==> config.mk <==
export PLATFORM = sky130hd
export DESIGN_NAME = ysyx_22041412_idu_stage
export DESIGN_NICKNAME = d
export VERILOG_FILES = /design/src/rtl/ysyx_22041412_idu_stage.sv
export SDC_FILE = /design/constraint.sdc
export NUM_CORES = 1
export LEC_CHECK = 0
export ABC_AREA = 1
export BUFFER_PORTS_ARGS = -buffer_cell sky130_fd_sc_hd__buf_2
export CAP_MARGIN = 20
export CORE_UTILIZATION = 25
export CTS_CLUSTER_SIZE = 24
export DETAILED_ROUTE_END_ITERATION = 16
export PLACE_DENSITY = 0.41
export SETUP_SLACK_MARGIN = 0.5
export SLEW_MARGIN = 5
export SYNTH_ARGS = -nofsm -noshare
export SYNTH_HDL_FRONTEND = slang
export SYNTH_SLANG_ARGS = --single-unit
==> constraint.sdc <==
create_clock -name clk -period 2.5 [get_ports clk]
set_input_delay 0.125 -clock clk [delete_from_list [all_inputs] [get_ports clk]]
set_output_delay 0.125 -clock clk [all_outputs]
set_load 0.02 [all_outputs]
==> src/rtl/ysyx_22041412_idu_stage.sv <==
// Instruction-decode pipeline stage: combinational RV32/RV64 decode into a registered output,
// with a two-entry (main + skid) buffer so in_ready stays a flop output at full throughput.
module ysyx_22041412_idu_stage #(
  parameter int unsigned     XLEN  = 64,
  parameter int unsigned     MEXT  = 1,
  parameter logic [XLEN-1:0] RSTPC = '0
) (
  input  logic            clk,
  input  logic            rst,
  input  logic            flush,
  input  logic            in_valid,
  output logic            in_ready,
  input  logic [31:0]     in_instr,
  input  logic [XLEN-1:0] in_pc,
  output logic            out_valid,
  input  logic            out_ready,
  output logic [XLEN-1:0] out_pc,
  output logic [6:0]      out_opcode,
  output logic [2:0]      out_func3,
  output logic            out_func7,
  output logic [4:0]      out_rs1,
  output logic [4:0]      out_rs2,
  output logic [4:0]      out_rd,
  output logic [XLEN-1:0] out_imm,
  output logic [1:0]      out_v1type,
  output logic [1:0]      out_v2type,
  output logic            out_mul_en,
  output logic            out_illegal
);

  localparam logic [6:0] OpLui    = 7'b0110111;
  localparam logic [6:0] OpAuipc  = 7'b0010111;
  localparam logic [6:0] OpJal    = 7'b1101111;
  localparam logic [6:0] OpJalr   = 7'b1100111;
  localparam logic [6:0] OpBranch = 7'b1100011;
  localparam logic [6:0] OpLoad   = 7'b0000011;
  localparam logic [6:0] OpStore  = 7'b0100011;
  localparam logic [6:0] OpImm    = 7'b0010011;
  localparam logic [6:0] OpReg    = 7'b0110011;
  localparam logic [6:0] OpSystem = 7'b1110011;
  localparam logic [6:0] OpImm32  = 7'b0011011;
  localparam logic [6:0] OpReg32  = 7'b0111011;

  typedef enum logic [2:0] {FmtR, FmtI, FmtS, FmtB, FmtU, FmtJ} fmt_e;

  logic            s_valid;
  logic [31:0]     s_instr;
  logic [XLEN-1:0] s_pc;
  logic            in_fire;

  // While the skid holds an entry it is always older than anything on the input.
  logic [31:0]     src_instr;
  logic [XLEN-1:0] src_pc;

  fmt_e            fmt;
  logic            legal;
  logic            is_op;
  logic            m_enc;
  logic [1:0]      v1type;
  logic [1:0]      v2type;
  logic [31:0]     imm32;
  logic [XLEN-1:0] imm;
  logic [4:0]      rs1;
  logic [4:0]      rs2;
  logic [4:0]      rd;

  assign in_ready  = ~s_valid;
  assign in_fire   = in_valid & in_ready;
  assign src_instr = s_valid ? s_instr : in_instr;
  assign src_pc    = s_valid ? s_pc : in_pc;

  always_comb begin
    fmt    = FmtR;
    legal  = 1'b1;
    is_op  = 1'b0;
    v1type = 2'd0;
    v2type = 2'd0;
    case (src_instr[6:0])
      OpLui:                   fmt = FmtU;
      OpAuipc:  begin fmt = FmtU; v1type = 2'd1; end
      OpJal:    begin fmt = FmtJ; v1type = 2'd1; end
      OpJalr, OpLoad, OpImm:   fmt = FmtI;
      OpSystem: begin
        fmt = FmtI;
        // csrrwi/csrrsi/csrrci take the zero-extended rs1 field as operand
        if (src_instr[14] && (src_instr[13:12] != 2'b00)) v1type = 2'd2;
      end
      OpBranch: begin fmt = FmtB; v2type = 2'd1; end
      OpStore:                 fmt = FmtS;
      OpReg:    begin is_op = 1'b1; v2type = 2'd1; end
      OpImm32: begin
        if (XLEN == 64) fmt = FmtI;
        else            legal = 1'b0;
      end
      OpReg32: begin
        if (XLEN == 64) begin
          is_op  = 1'b1;
          v2type = 2'd1;
        end else begin
          legal = 1'b0;
        end
      end
      default:                 legal = 1'b0;
    endcase

    m_enc = is_op && (src_instr[31:25] == 7'b0000001);

    case (fmt)
      FmtI:    imm32 = {{20{src_instr[31]}}, src_instr[31:20]};
      FmtS:    imm32 = {{20{src_instr[31]}}, src_instr[31:25], src_instr[11:7]};
      FmtB:    imm32 = {{20{src_instr[31]}}, src_instr[7], src_instr[30:25], src_instr[11:8],
                        1'b0};
      FmtU:    imm32 = {src_instr[31:12], 12'b0};
      FmtJ:    imm32 = {{12{src_instr[31]}}, src_instr[19:12], src_instr[20], src_instr[30:21],
                        1'b0};
      default: imm32 = 32'b0;
    endcase
    imm = XLEN'($signed(imm32));

    rs1 = (fmt == FmtU || fmt == FmtJ) ? 5'd0 : src_instr[19:15];
    rs2 = (fmt == FmtI || fmt == FmtU || fmt == FmtJ) ? 5'd0 : src_instr[24:20];
    rd  = (fmt == FmtS || fmt == FmtB) ? 5'd0 : src_instr[11:7];
  end

  always_ff @(posedge clk) begin
    if (rst) begin
      out_valid   <= 1'b0;
      s_valid     <= 1'b0;
      s_instr     <= '0;
      s_pc        <= '0;
      out_pc      <= RSTPC;
      out_opcode  <= '0;
      out_func3   <= '0;
      out_func7   <= 1'b0;
      out_rs1     <= '0;
      out_rs2     <= '0;
      out_rd      <= '0;
      out_imm     <= '0;
      out_v1type  <= '0;
      out_v2type  <= '0;
      out_mul_en  <= 1'b0;
      out_illegal <= 1'b0;
    end else if (flush) begin
      out_valid <= 1'b0;
      s_valid   <= 1'b0;
    end else if (!out_valid || out_ready) begin
      // Main register free this cycle: refill from skid first, else from the input.
      s_valid   <= 1'b0;
      out_valid <= s_valid | in_valid;
      if (s_valid || in_valid) begin
        out_pc      <= src_pc;
        out_opcode  <= src_instr[6:0];
        out_func3   <= src_instr[14:12];
        out_func7   <= src_instr[30];
        out_rs1     <= rs1;
        out_rs2     <= rs2;
        out_rd      <= rd;
        out_imm     <= imm;
        out_v1type  <= v1type;
        out_v2type  <= v2type;
        out_mul_en  <= m_enc && (MEXT != 0);
        out_illegal <= !legal || (m_enc && (MEXT == 0));
      end
    end else if (in_fire) begin
      s_valid <= 1'b1;
      s_instr <= in_instr;
      s_pc    <= in_pc;
    end
  end

endmodule

After elaboration in Yosys (flattened, before gate mapping)
Cells that the tools add are included.
{ "totals": {"inputBits": 101, "romBits": 0, "ff_bits": 226, "mem_bits_rw": 0, "memories": 0, "latchBits": 0, "word_cells": 72} }
{ "classes": {"multipliers": 0, "bitwise": 5, "n_addsub": 0, "magnitude_cmp": 0, "reduce_logical": 21, "n_eq_ne": 18, "n_shift": 0, "div": 0, "muxes": 12} }
{ "op_table": {"columns": ["operator", "count"], "rows": [
  ["case mux 32 bit (5 select lines)", 1],
  ["two-way mux 64 bit", 1],
  ["two-way mux 32 bit", 1],
  ["== test 7 x 6 -> 1 bit (second input constant)", 4],
  ["== test 7 bit (second input constant)", 4],
  ["== test 7 x 5 -> 1 bit (second input constant)", 3],
  ["two-way mux 5 bit", 3],
  ["case mux 3 bit (5 select lines)", 1],
  ["OR reduction 12 bit", 1],
  ["OR reduction 2 bit", 4],
  ["== test 7 x 1 -> 1 bit (second input constant)", 1],
  ["== test 7 x 2 -> 1 bit (second input constant)", 1],
  ["== test 3 x 2 -> 1 bit (second input constant)", 2],
  ["== test 3 bit (second input constant)", 2],
  ["logical OR 1 bit", 6],
  ["AND reduction 3 bit", 2],
  ["OR reduction 3 bit", 2],
  ["OR reduction 5 bit", 1],
  ["case mux 2 bit (2 select lines)", 1],
  ["== test 3 x 1 -> 1 bit (second input constant)", 1],
  ["two-way mux 1 bit", 3],
  ["NOT 1 bit", 3],
  ["logical AND 1 bit", 2],
  ["logical NOT 1 bit", 2],
  ["other kinds (4)", 4]
]} }

Logic depth before layout (Yosys ltp)
{ "logic_depth": {"word_depth": 8, "depth_mapped": 16} }

Least setup slack after synthesis
No wires, ideal clock.
{ "synth_path": {"kind": "reg2reg", "startpoint": "register out_valid", "endpoint": "register s_pc[15]", "stages_incl_launch_ff": 8, "setup_time_ns": 0.128, "t_arrival_ns": 1.615, "path_slack_ns": 0.757, "path_cell_list": "dfxtp_1 -> inv_1 -> nor2_1 -> nand4_1 -> inv_1 -> buf_4 -> clkbuf_1 -> a21oi_1"} }
{ "synth_via": {"elab_chain_len": 4} }
{ "synth_rtl": {"columns": ["item", "line", "source"], "rows": [
  ["start: declaration", "15", "output logic out_valid,"],
  ["start signal: assignment", "149", "out_valid <= s_valid | in_valid;"],
  ["logical NOT 1 bit", "146", "end else if (!out_valid || out_ready) begin"],
  ["logical OR 1 bit", "146", null],
  ["NOT 1 bit (no line)", null, null],
  ["AND reduction 3 bit (no line)", null, null],
  ["end signal: assignment", "167", "s_pc <= in_pc;"],
  ["end: declaration", "48", "logic [XLEN-1:0] s_pc;"]
]} }
Every way passes these cells.
A chain may end at the register's enable or synchronous reset.

Final worst setup path
{ "layout_path": {"startpoint": "register s_valid", "endpoint": "register out_imm[24]"} }
{ "layout_via": {"elab_chain_len": 6} }
{ "layout_rtl": {"columns": ["item", "line", "source"], "rows": [
  ["start: declaration", "46", "logic s_valid;"],
  ["start signal: assignment", "128", "s_valid <= 1'b0;"],
  ["start signal: assignment", "145", "s_valid <= 1'b0;"],
  ["start signal: assignment", "148", "s_valid <= 1'b0;"],
  ["two-way mux 32 bit", "69", "assign src_instr = s_valid ? s_instr : in_instr;"],
  ["== test 7 x 5 -> 1 bit, or another cell as far along", "78", "case (src_instr[6:0])"],
  ["OR reduction 5 bit (no line) or OR reduction 2 bit (tied branches)", null, null],
  ["case mux 3 bit (5 select lines)", "78", null],
  ["== test 3 bit, or another cell as far along", "108", "case (fmt)"],
  ["case mux 32 bit (5 select lines)", "108", null],
  ["end signal: assignment", "158", "out_imm <= imm;"],
  ["end: declaration", "24", "output logic [XLEN-1:0] out_imm,"]
]} }
Several ways; a longest one is shown, not always the timed one.

==> run_summary.xml <==
<?xml version="1.0" encoding="UTF-8"?>
<metrics>
  <group name="final_layout">
    <metric name="mostFrequentLayoutCells" unit="">sky130_fd_sc_hd__nand2_1, sky130_fd_sc_hd__buf_2, sky130_fd_sc_hd__dfxtp_1</metric>
    <metric name="layout_utilization" unit="%">35.6</metric>
    <metric name="layoutNonFillerInstCount" unit="">2167</metric>
    <metric name="total_number_of_nets_in_the_final_design" unit="">1734</metric>
    <metric name="layout.cell_area.non_filler" unit="um^2">13500</metric>
    <metric name="synthToLayoutAreaGrowth" unit="%">38.8</metric>
    <metric name="layout.cells.most_common" unit="">sky130_fd_sc_hd__nand2_1</metric>
    <metric name="post_route_cells_drive_above_1_share" unit="%">25.5</metric>
  </group>
  <group name="routing">
    <metric name="ant_nets" unit="">0</metric>
    <metric name="dr_total_vias" unit="">9574</metric>
    <metric name="remaining_drc_errors" unit="">0</metric>
    <metric name="vias_per_cell" unit="">4.42</metric>
    <metric name="drt-initial-drc-count" unit="">440</metric>
    <metric name="routed_wl" unit="um">32500</metric>
    <metric name="routedWlPerCell" unit="um">15.0</metric>
    <metric name="firstDrtPassIters" unit="">4</metric>
  </group>
  <group name="timing">
    <metric name="fin_crit_sh" unit="%">75.7</metric>
    <metric name="fin_tns_setup" unit="ns">0</metric>
    <metric name="worst_pin_slew" unit="ns">0.748</metric>
    <metric name="setup_viol_count_final" unit="">0</metric>
    <metric name="rsz0062_at_grt" unit="">true</metric>
    <metric name="timing.hold.ws" unit="ns">0.0504</metric>
    <metric name="final_max_slew_viol_count" unit="">0</metric>
    <metric name="layout_min_cycle_time" unit="ns">1.89</metric>
    <metric name="max_clock_freq" unit="MHz">528</metric>
    <metric name="slew-limit-headroom" unit="%">50.1</metric>
    <metric name="worst_clock_skew" unit="ns">0.0172</metric>
    <metric name="postLayoutSetupSlackWorst" unit="ns">0.608</metric>
    <metric name="finalHoldViolations" unit="">0</metric>
  </group>
  <group name="worst_hold_path">
    <metric name="whs_path_depth" unit="">3</metric>
    <metric name="hold_path_class" unit="">in -&gt; reg</metric>
  </group>
  <group name="yosys">
    <metric name="syn-num-nets" unit="">1432</metric>
    <metric name="synth-warning-count" unit="">0</metric>
    <metric name="synthDistinctLibCells" unit="">35</metric>
    <metric name="seq_area_frac_synth" unit="%">46.3</metric>
    <metric name="syn-cell-area" unit="um^2">9720</metric>
    <metric name="post_synthesis_register_bit_count" unit="">225</metric>
    <metric name="async_reset_ff_share" unit="%">0</metric>
    <metric name="yosys_most_used_dff" unit="">sky130_fd_sc_hd__dfxtp_1</metric>
    <metric name="avgSynthCellArea" unit="um^2">7.30</metric>
    <metric name="synth_edf_count" unit="">0</metric>
    <metric name="postSynthCellCount" unit="">1331</metric>
  </group>
  <group name="worst_setup_path">
    <metric name="crit_chain" unit="">buf_6, nand2_1, nand2_2, nand2_4, nor2_4, nand2_1, nand2_2, nor2_4, nand3_4, nand2_4, nand2_2, nand2_1, a21oi_2</metric>
    <metric name="critPathLaunchType" unit="">flop</metric>
    <metric name="critical_path_cell_count" unit="">13</metric>
    <metric name="crit_path_max_delay_cell_type" unit="">sky130_fd_sc_hd__dfxtp_4</metric>
    <metric name="rr_worst_depth" unit="">13</metric>
    <metric name="timing.critical_path.required" unit="ns">2.89</metric>
    <metric name="critical_path.max_stage_delay" unit="ns">0.39</metric>
    <metric name="path_delay_family" unit="">simple AND/OR/NAND/NOR gates</metric>
    <metric name="critical_path.endpoint_type" unit="">flop</metric>
    <metric name="cp_max_fo" unit="">7</metric>
    <metric name="timing.critical_path.buf_inv" unit="">1</metric>
    <metric name="critPathArrivalTime" unit="ns">2.28</metric>
    <metric name="timing.setup.critical_path_class" unit="">reg -&gt; reg</metric>
  </group>
  <group name="place">
    <metric name="place_ws" unit="ns">0.352</metric>
    <metric name="detailed_place.area" unit="um^2">11200</metric>
    <metric name="gp_congestion" unit="">0.810</metric>
    <metric name="post-place-cells" unit="">1999</metric>
    <metric name="place_hpwl" unit="um">21300</metric>
    <metric name="io_buffers" unit="">261</metric>
  </group>
  <group name="global_routing">
    <metric name="antenna_found_initial" unit="">4</metric>
    <metric name="grt_first_pass_wirelength" unit="um">50200</metric>
    <metric name="overflow" unit="">0</metric>
    <metric name="first_global_vias" unit="">9008</metric>
    <metric name="grt_max_degree" unit="">168</metric>
    <metric name="groute.usage.overall" unit="%">15.9</metric>
  </group>
  <group name="clock_network">
    <metric name="clock_tree.htree_level_count" unit="">1</metric>
    <metric name="clock_sinks" unit="">225</metric>
    <metric name="cts_tree" unit="">done</metric>
    <metric name="cts_buffer_depth" unit="">3</metric>
    <metric name="cts.clk_slew.worst_paths" unit="ns">0.06</metric>
    <metric name="clock-root-buffer" unit="">sky130_fd_sc_hd__clkbuf_16</metric>
    <metric name="clkLatencyLatePin" unit="ns">0.54</metric>
    <metric name="cts_inserted_buffers" unit="">27</metric>
  </group>
  <group name="status">
    <metric name="result_of_the_run" unit="">complete, no violations</metric>
  </group>
  <group name="floorplan">
    <metric name="die-height" unit="um">199</metric>
    <metric name="top_level_port_count" unit="">263</metric>
    <metric name="die_ar" unit="um^2">39700</metric>
    <metric name="placement_rows" unit="">71</metric>
    <metric name="core_area" unit="um^2">37900</metric>
    <metric name="start_util" unit="%">25.6</metric>
    <metric name="dieWidth" unit="um">199</metric>
  </group>
  <group name="pwr">
    <metric name="power.density_cell_area" unit="nW/um^2">671</metric>
    <metric name="power.leakage" unit="nW">6.23</metric>
    <metric name="vdd.ir_drop.worst" unit="V">0.000439</metric>
    <metric name="total_design_power" unit="mW">9.06</metric>
  </group>
  <group name="run">
    <metric name="drv.max_cap_violation_count" unit="">0</metric>
  </group>
</metrics>
[flip-flops by register name, summed over array words and instances (netlist names), 2 cells and up]
name	cells
out_func3	3
out_rs2	5
out_rs1	5
out_rd	5
out_imm	32
out_opcode	7
out_v1type	2
s_instr	32
out_pc	64
s_pc	64
[path summary, 6_finish.rpt]
kind,endpoint,startpoint,slack [ns]
worst min-delay path,out_valid,in_valid,0.05
worst min register to register,out_opcode[4],out_opcode[4],0.46
worst max register to register,out_imm[24],s_valid,0.61
worst max-delay path,out_imm[24],s_valid,0.61
[worst register-to-register path: cells and delay by family, from the launching register on]
kind                   cells  cell delay (ns)
and+or+nand+nor           11             1.19
buffers and inverters      1             0.14
AOI/OAI and AO/OA          1             0.05
DFF                        1             0.39
[kinds of logic (layout without fill, tap and decap cells)]
| kind of cell | after synthesis | after routing | share of synthesized area [%] |
|---|---|---|---|
| other | 1 | 4 | 0.0386 |
| buffers and inverters | 217 | 538 | 10.5 |
| multiplexers | 1 | 1 | 0.103 |
| AO/OA/AOI/OAI | 370 | 370 | 20.3 |
| AND/OR/NAND/NOR | 517 | 518 | 22.7 |
| flip-flops | 225 | 225 | 46.3 |
[layout make-up]
class	count	area, um^2
multi-input combinational	890	4310
clock buffer	40	785
timing repair inverter	1	5.00
sequential	225	4510
timing repair buffer	398	2690
tap	511	639
antenna	3	7.51
inverter	90	370
fill	4089	24400
clock inverter	9	176
[metal layers]
metal  GRT usage (%)  routed length, um
met3            3.76               2080
met1            22.2              15800
met4            3.59                641
met2            24.5              14000
met5               0                 11
[report_power, final]
part	total (mW)	switching (mW)	internal, mW
clock network	4.28	1.60	2.68
registers	3.78	0.0653	3.71
logic	1.00	0.604	0.396
total	9.06	2.27	6.78
[cells in the mapped netlist, types with 3 or more instances]
master,instances,share of area (%)
sky130_fd_sc_hd__nand2_1,352,14
sky130_fd_sc_hd__a31oi_1,64,4.1
sky130_fd_sc_hd__buf_1,7,0.27
sky130_fd_sc_hd__inv_1,84,3.2
sky130_fd_sc_hd__dfxtp_1,225,46
sky130_fd_sc_hd__a21oi_2,10,0.90
sky130_fd_sc_hd__nand2_2,21,1.4
sky130_fd_sc_hd__buf_2,24,1.2
sky130_fd_sc_hd__buf_6,3,0.35
sky130_fd_sc_hd__o21ai_0,179,9.2
sky130_fd_sc_hd__buf_4,34,2.6
sky130_fd_sc_hd__nand2_4,6,0.70
sky130_fd_sc_hd__nand3_1,26,1.3
sky130_fd_sc_hd__nor2_2,4,0.26
sky130_fd_sc_hd__nor2_1,84,3.2
sky130_fd_sc_hd__clkbuf_1,58,2.2
sky130_fd_sc_hd__or2_2,6,0.39
sky130_fd_sc_hd__nand4_1,8,0.51
sky130_fd_sc_hd__a21oi_1,114,5.9
[what timing repair did]
item / in CTS / in global routing
setup buffers: 5 / 10
pin swaps: 0 / 8
hold endpoints to repair: 162 / 0
endpoints found under the setup margin: 107 / 157
resized for setup: 7 / 37
cloned: 0 / 2
hold buffers: 99 / 0
(Power assumes the default switching activity.)
